### config.mk
export PLATFORM = sky130hd
export DESIGN_NAME = i2c_slave
export DESIGN_NICKNAME = d
export VERILOG_FILES = /design/src/rtl/i2c_slave.sv
export SDC_FILE = /design/constraint.sdc
export NUM_CORES = 1
export LEC_CHECK = 0
export ABC_AREA = 0
export CORE_MARGIN = 10
export CORE_UTILIZATION = 55
export CTS_BUF_LIST = sky130_fd_sc_hd__clkbuf_8
export CTS_CLUSTER_DIAMETER = 200
export DETAILED_ROUTE_END_ITERATION = 12
export PLACE_DENSITY_LB_ADDON = 0.1
export REMOVE_ABC_BUFFERS = 1
export SLEW_MARGIN = 10
export SYNTH_ARGS = -nofsm -noshare
export SYNTH_HDL_FRONTEND = slang
export SYNTH_SLANG_ARGS = --single-unit
export TNS_END_PERCENT = 100
### constraint.sdc
create_clock -name clk -period 2.5 [get_ports clk]
set_input_delay 0.5 -clock clk [delete_from_list [all_inputs] [get_ports clk]]
set_output_delay 0.5 -clock clk [all_outputs]
set_load 0.02 [all_outputs]
### src/rtl/i2c_slave.sv
// i2c_slave: 7-bit addressed I2C target.
// SCL/SDA are oversampled on clk; START/STOP and SCL edges become one-clk
// strobes. SDA is only ever pulled low (sda_oe=1) or released, and it only
// changes on the clk after a synchronized SCL falling edge.
module i2c_slave #(
  parameter logic [6:0] SLAVE_ADDR = 7'b0010000
) (
  input  logic       clk,
  input  logic       rst_n,
  input  logic       scl_i,
  input  logic       sda_i,
  output logic       sda_oe,
  output logic [7:0] rx_data,
  output logic       rx_valid,
  input  logic [7:0] tx_data,
  output logic       tx_taken,
  output logic       addr_hit,
  output logic       rw_o,
  output logic       stop_det,
  output logic       busy
);

  typedef enum logic [2:0] {
    ST_IDLE      = 3'd0,
    ST_ADDR      = 3'd1,
    ST_ADDR_ACK  = 3'd2,
    ST_RX_BYTE   = 3'd3,
    ST_RX_ACK    = 3'd4,
    ST_TX_BYTE   = 3'd5,
    ST_TX_ACK    = 3'd6,
    ST_WAIT_STOP = 3'd7
  } state_e;

  // [0],[1] synchronize, [2] holds the previous synchronized value
  logic [2:0] scl_sync_q;
  logic [2:0] sda_sync_q;

  state_e     state_q,    state_d;
  logic [2:0] bit_cnt_q,  bit_cnt_d;
  logic       byte_full_q, byte_full_d;  // 8th bit of the byte has been clocked
  logic [7:0] shift_q,    shift_d;
  logic       nack_q,     nack_d;
  logic       sda_oe_q,   sda_oe_d;
  logic [7:0] rx_data_q,  rx_data_d;
  logic       rx_valid_q, rx_valid_d;
  logic       tx_taken_q, tx_taken_d;
  logic       addr_hit_q, addr_hit_d;
  logic       rw_q,       rw_d;
  logic       stop_det_q, stop_det_d;
  logic       busy_q,     busy_d;

  logic scl_s, scl_p, sda_s, sda_p;
  logic scl_rise, scl_fall, start_s, stop_s;

  assign scl_s    = scl_sync_q[1];
  assign scl_p    = scl_sync_q[2];
  assign sda_s    = sda_sync_q[1];
  assign sda_p    = sda_sync_q[2];
  assign scl_rise = scl_s & ~scl_p;
  assign scl_fall = ~scl_s & scl_p;
  assign start_s  = scl_s & sda_p & ~sda_s;
  assign stop_s   = scl_s & ~sda_p & sda_s;

  // Pad synchronizers plus edge-detect history flop; idle bus level is 1.
  always_ff @(posedge clk or negedge rst_n) begin
    if (!rst_n) begin
      scl_sync_q <= 3'b111;
      sda_sync_q <= 3'b111;
    end else begin
      scl_sync_q <= {scl_sync_q[1:0], scl_i};
      sda_sync_q <= {sda_sync_q[1:0], sda_i};
    end
  end

  // Protocol state and all registered outputs.
  always_ff @(posedge clk or negedge rst_n) begin
    if (!rst_n) begin
      state_q     <= ST_IDLE;
      bit_cnt_q   <= 3'd0;
      byte_full_q <= 1'b0;
      shift_q     <= 8'h00;
      nack_q      <= 1'b0;
      sda_oe_q    <= 1'b0;
      rx_data_q   <= 8'h00;
      rx_valid_q  <= 1'b0;
      tx_taken_q  <= 1'b0;
      addr_hit_q  <= 1'b0;
      rw_q        <= 1'b0;
      stop_det_q  <= 1'b0;
      busy_q      <= 1'b0;
    end else begin
      state_q     <= state_d;
      bit_cnt_q   <= bit_cnt_d;
      byte_full_q <= byte_full_d;
      shift_q     <= shift_d;
      nack_q      <= nack_d;
      sda_oe_q    <= sda_oe_d;
      rx_data_q   <= rx_data_d;
      rx_valid_q  <= rx_valid_d;
      tx_taken_q  <= tx_taken_d;
      addr_hit_q  <= addr_hit_d;
      rw_q        <= rw_d;
      stop_det_q  <= stop_det_d;
      busy_q      <= busy_d;
    end
  end

  // Next-state logic: STOP beats START beats SCL edges.
  always_comb begin
    state_d     = state_q;
    bit_cnt_d   = bit_cnt_q;
    byte_full_d = byte_full_q;
    shift_d     = shift_q;
    nack_d      = nack_q;
    sda_oe_d    = sda_oe_q;
    rx_data_d   = rx_data_q;
    rx_valid_d  = 1'b0;
    tx_taken_d  = 1'b0;
    addr_hit_d  = 1'b0;
    rw_d        = rw_q;
    stop_det_d  = 1'b0;
    busy_d      = busy_q;

    if (stop_s) begin
      state_d     = ST_IDLE;
      sda_oe_d    = 1'b0;
      stop_det_d  = 1'b1;
      busy_d      = 1'b0;
      bit_cnt_d   = 3'd0;
      byte_full_d = 1'b0;
    end else if (start_s) begin
      // START or repeated START: busy is left as it is
      state_d     = ST_ADDR;
      sda_oe_d    = 1'b0;
      bit_cnt_d   = 3'd0;
      byte_full_d = 1'b0;
    end else begin
      case (state_q)
        ST_IDLE: begin
          sda_oe_d = 1'b0;
        end

        ST_ADDR: begin
          if (scl_rise && !byte_full_q) begin
            shift_d     = {shift_q[6:0], sda_s};
            bit_cnt_d   = bit_cnt_q + 3'd1;
            byte_full_d = (bit_cnt_q == 3'd7);
          end else if (scl_fall && byte_full_q) begin
            bit_cnt_d   = 3'd0;
            byte_full_d = 1'b0;
            if (shift_q[7:1] == SLAVE_ADDR) begin
              state_d    = ST_ADDR_ACK;
              sda_oe_d   = 1'b1;
              rw_d       = shift_q[0];
              addr_hit_d = 1'b1;
              busy_d     = 1'b1;
            end else begin
              state_d  = ST_WAIT_STOP;
              sda_oe_d = 1'b0;
              busy_d   = 1'b0;
            end
          end else begin
            state_d = ST_ADDR;
          end
        end

        ST_ADDR_ACK: begin
          // fall at the end of the 9th clock ends our ACK
          if (scl_fall) begin
            bit_cnt_d   = 3'd0;
            byte_full_d = 1'b0;
            if (rw_q) begin
              state_d    = ST_TX_BYTE;
              shift_d    = tx_data;
              tx_taken_d = 1'b1;
              sda_oe_d   = ~tx_data[7];
            end else begin
              state_d  = ST_RX_BYTE;
              sda_oe_d = 1'b0;
            end
          end else begin
            state_d = ST_ADDR_ACK;
          end
        end

        ST_RX_BYTE: begin
          if (scl_rise && !byte_full_q) begin
            shift_d     = {shift_q[6:0], sda_s};
            bit_cnt_d   = bit_cnt_q + 3'd1;
            byte_full_d = (bit_cnt_q == 3'd7);
          end else if (scl_fall && byte_full_q) begin
            state_d     = ST_RX_ACK;
            rx_data_d   = shift_q;
            rx_valid_d  = 1'b1;
            sda_oe_d    = 1'b1;
            bit_cnt_d   = 3'd0;
            byte_full_d = 1'b0;
          end else begin
            state_d = ST_RX_BYTE;
          end
        end

        ST_RX_ACK: begin
          if (scl_fall) begin
            state_d  = ST_RX_BYTE;
            sda_oe_d = 1'b0;
          end else begin
            state_d = ST_RX_ACK;
          end
        end

        ST_TX_BYTE: begin
          if (scl_rise && !byte_full_q) begin
            bit_cnt_d   = bit_cnt_q + 3'd1;
            byte_full_d = (bit_cnt_q == 3'd7);
          end else if (scl_fall) begin
            if (byte_full_q) begin
              // release SDA so the master can drive its ACK
              state_d     = ST_TX_ACK;
              sda_oe_d    = 1'b0;
              bit_cnt_d   = 3'd0;
              byte_full_d = 1'b0;
            end else begin
              shift_d  = {shift_q[6:0], 1'b0};
              sda_oe_d = ~shift_q[6];
            end
          end else begin
            state_d = ST_TX_BYTE;
          end
        end

        ST_TX_ACK: begin
          if (scl_rise) begin
            nack_d = sda_s;
          end else if (scl_fall) begin
            if (nack_q) begin
              state_d  = ST_WAIT_STOP;
              sda_oe_d = 1'b0;
            end else begin
              state_d    = ST_TX_BYTE;
              shift_d    = tx_data;
              tx_taken_d = 1'b1;
              sda_oe_d   = ~tx_data[7];
            end
          end else begin
            state_d = ST_TX_ACK;
          end
        end

        ST_WAIT_STOP: begin
          sda_oe_d = 1'b0;
        end

        default: begin
          state_d  = ST_IDLE;
          sda_oe_d = 1'b0;
        end
      endcase
    end
  end

  assign sda_oe   = sda_oe_q;
  assign rx_data  = rx_data_q;
  assign rx_valid = rx_valid_q;
  assign tx_taken = tx_taken_q;
  assign addr_hit = addr_hit_q;
  assign rw_o     = rw_q;
  assign stop_det = stop_det_q;
  assign busy     = busy_q;

endmodule
==> flow_results.org <==
** Synth
- After synthesis, flip-flops and latches occupy 48.8% of the total area.
- Synth Instances :: 180
- Yosys printed 0 warnings.
- Post-synthesis cell type with the largest combined area :: sky130_fd_sc_hd__dfrtp_1
- Combined area of all synthesized cells :: 1910 um2
- Mean post-synth cell area :: 10.6 um2
- Of the post-synthesis cell area, the dominant cell type holds 40.5%.
- Biggest area contributors in the synthesized netlist :: sky130_fd_sc_hd__dfrtp_1, sky130_fd_sc_hd__mux2_2, sky130_fd_sc_hd__dfstp_2
- In this run, synthesis produced a sequential element count of 37.
- The number of different library cells used by synthesis comes to 43.

** Status
- The flow ran to the end, and the final reports show no timing, DRC or antenna violations.

** Clock tree
- Clock root cell :: sky130_fd_sc_hd__clkbuf_8
- Deepest level of the CTS H-tree :: 2
- Total setup buffers inserted after CTS :: 0
- Post-cts repair resize count :: 0
- Quantity of hold-fixing buffers added after cts :: 0
- Maximum clock path buffer count :: 2
- Clk sink count :: 37
- Clock network latency to the later pin of the worst-skew pair :: 0.29 ns
- In this run, CTS created clock tree buffers numbering 5.
- After clock tree synthesis, the clock-pin slew on the worst setup and hold paths is 0.07 ns.
- TritonCTS built the clock tree.

** Route
- Using the TritonRoute via totals, the vias-per-cell ratio works out to 5.87.
- Final antenna-violating net count :: 0
- Routed WL per cell :: 17.1 um
- Vias :: 1503
- The first detailed-routing pass ran for 4 iterations.
- In the detailed route, the total length drawn on met3 is 322 um.
- Total routed wirelength :: 4370 um
- The routed design uses 2150 um of met2 wire.
- Signal routing reaches up to met4.
- DRC violation count after routing :: 0
- For this block, the initial DRC count from the detailed router was 124.
- For this block, wires on met1 add up to 1840 um.

** Setup path
- Launch point of the worst path :: scl_sync_q[1]
- Of all nets on the critical path, the largest fanout is 13.
- The startpoint identified for the worst register-to-register timing path is scl_sync_q[1].
- Arrival time reported for the critical path endpoint :: 2.47 ns
- Critical path startpoint category :: flop
- WP data required :: 2.67 ns
- Nature of the critical path endpoint :: flop
- The worst setup path is of the reg2reg kind.

** Floorplanning
- The die covers 6240 um2.
- Effective utilization at floorplan :: 57.4%
- Chip Height :: 79.0 um
- Area of the placeable core :: 3340 um2
- Die outline width :: 79.0 um
- The floorplan has 21 rows.
- Boundary Pins :: 27

** Timing
- F_max :: 436 MHz
- Max-slew violation count :: 0
- The final count of hold timing violations was 0.
- Dividing the final minimum period by the clock period gives 91.7%.
- Clock period minus final worst setup slack :: 2.29 ns
- On the final layout, the worst clock skew is 0.00670 ns.
- # setup viols final :: 0
- Setup repair after global routing left no endpoint under its margin.
- For the pin with the worst max-slew slack, the measured transition is 0.906 ns.
- In this run the tightest slew margin relative to its limit is 39.6%.
- For the final routed database, the setup TNS stands at 0 ns.
- Worst-case setup margin in the final layout :: 0.208 ns

** Global route
- In the global route stage, overall resource usage came out at 14.9%.
- First-pass GRT wire length :: 7510 um
- Remaining Overflow, GRT :: 0
- Largest net degree at the start of global routing :: 38
- The initial antenna violation count came to 0.
- Via count of the first global-routing pass :: 1564

** Power and ir drop
- VDD sags by at most 555 uV.
- Power spread over the standard cell area amounts to 932 nW/um2.
- Summed over all cells, the static leakage comes to 1.00 nW.

** Placed design
- Final weighted congestion in routability-driven placement :: 0.954
- Placement Setup Slack :: 0.225 ns
- Detailed placement ended at an HPWL of 3190 um.
- Count of input and output buffers :: 26
- Cell Area, Placed :: 2230 um2

** Hold path
- The min-delay analysis places its worst path in the category in2async.

** Cells and area
- Ratio of cells with drive above 1 in the final layout :: 23.3%
- Cells fill 69.3% of the core in the end.
- The area growth from synthesis to layout is 20.8%.
- Antenna diode instance count :: 0
- For this run, the post-layout net count is 223.
- The layout has 279 filler cells.
- Final Instance Area :: 2310 um2

** Run
- Maximum Capacitance Violations :: 0
==> critical path, stage by stage (launching register included) <==
cell and delay (ns):
sky130_fd_sc_hd__dfstp_2 0.63, sky130_fd_sc_hd__nor3b_1 0.32, sky130_fd_sc_hd__a21oi_1 0.17, sky130_fd_sc_hd__a2111oi_4 0.64, sky130_fd_sc_hd__mux2_2 0.41
==> synthesized netlist by cell type, drive strengths merged <==
cell / count
dfrtp: 31
mux2: 26
nand2: 15
nor2: 15
o21ai: 11
a21oi: 9
clkbuf: 8
nor3: 7
dfstp: 6
nor2b: 5
mux2i: 4
nand2b: 4
a22oi: 3
inv: 3
nand4: 3
nor3b: 3
buf: 2
ha: 2
o211ai: 2
o22ai: 2
a2111oi: 1
a211oi: 1
a221oi: 1
a2bb2o: 1
a31oi: 1
a32o: 1
a41oi: 1
and2: 1
and3b: 1
nand3: 1
nor4: 1
nor4b: 1
o21a: 1
o22a: 1
o31ai: 1
o32a: 1
or2: 1
or3: 1
xor2: 1
==> path summary, 6_finish.rpt <==
check / endpoint / depth (start not counted) / slack, ns
max: shift_q[3] / 4 / 0.21
min: state_q[1] / 1 / 0.33
max reg2reg: shift_q[3] / 4 / 0.21
min reg2reg: scl_sync_q[1] / 0 / 0.35
max in group asynchronous: shift_q[5] / 1 / 1.61
min in group clk: scl_sync_q[1] / 0 / 0.35
==> logic make-up (layout without fill, tap and decap cells) <==
group           Yosys count  after routing  synth area share [%]
compound gates           38             38                  13.7
xor+xnor                  1              1                 0.458
fa+ha+maj                 2              2                  1.31
buf+inv                  13             43                  2.81
flops                    37             37                  48.8
mux                      30             30                  17.4
simple gates             59             59                  15.6
==> registers in the layout, summed over array words and instances, names as in the netlist <==
name,cells
stop_det,1
shift_q,8
bit_cnt_q,3
sda_oe,1
rx_valid,1
nack_q,1
scl_sync_q,3
addr_hit,1
rw_o,1
sda_sync_q,3
rx_data,8
byte_full_q,1
busy,1
tx_taken,1
state_q,3
==> final cells by class <==
class | instances | area [um2] | area share [%]
tap | 46 | 57.6 | 2.49
sequential | 37 | 933 | 40.4
timing repair buffer | 32 | 300 | 13.0
clock buffer | 5 | 68.8 | 2.98
inverter | 3 | 11.3 | 0.487
clock inverter | 3 | 13.8 | 0.595
multi-input combinational | 130 | 927 | 40.1
==> through the flow <==
stage,total power [mW],hold WS [ns],std cells
6_report,2.16,0.327,256
5_1_grt,2.30,0.361,256
4_1_cts,2.15,0.355,256
3_5_place_dp,1.75,0.347,248
3_3_place_gp,1.72,0.346,248
2_1_floorplan,1.50,0.204,170
==> routing by layer <==
metal  global-route usage (%)  up-vias
met5                        0        -
met4                     5.56        0
met1                     17.8      727
met2                     24.0       62
met3                     5.63        6
li1                         -      708
==> cell usage in the layout, fill, tap and decap left out, types with 3 or more instances in the layout <==
cell type	count
sky130_fd_sc_hd__clkdlybuf4s50_1	25
sky130_fd_sc_hd__a22oi_1	3
sky130_fd_sc_hd__nor3_1	6
sky130_fd_sc_hd__o21ai_0	11
sky130_fd_sc_hd__inv_1	3
sky130_fd_sc_hd__mux2i_1	4
sky130_fd_sc_hd__nand2b_1	4
sky130_fd_sc_hd__nand2_1	15
sky130_fd_sc_hd__nor2b_1	5
sky130_fd_sc_hd__mux2_2	25
sky130_fd_sc_hd__dfstp_2	6
sky130_fd_sc_hd__buf_4	6
sky130_fd_sc_hd__nand4_1	3
sky130_fd_sc_hd__nor3b_1	3
sky130_fd_sc_hd__nor2_1	15
sky130_fd_sc_hd__dfrtp_1	31
sky130_fd_sc_hd__clkbuf_8	5
sky130_fd_sc_hd__a21oi_1	9
==> power breakdown <==
group	internal, mW	switching, mW	leakage (nW)
combinational	0.447	0.436	0.480
clock	0.189	0.212	0.0491
sequential	0.720	0.153	0.473
(Power assumes the default switching activity.)
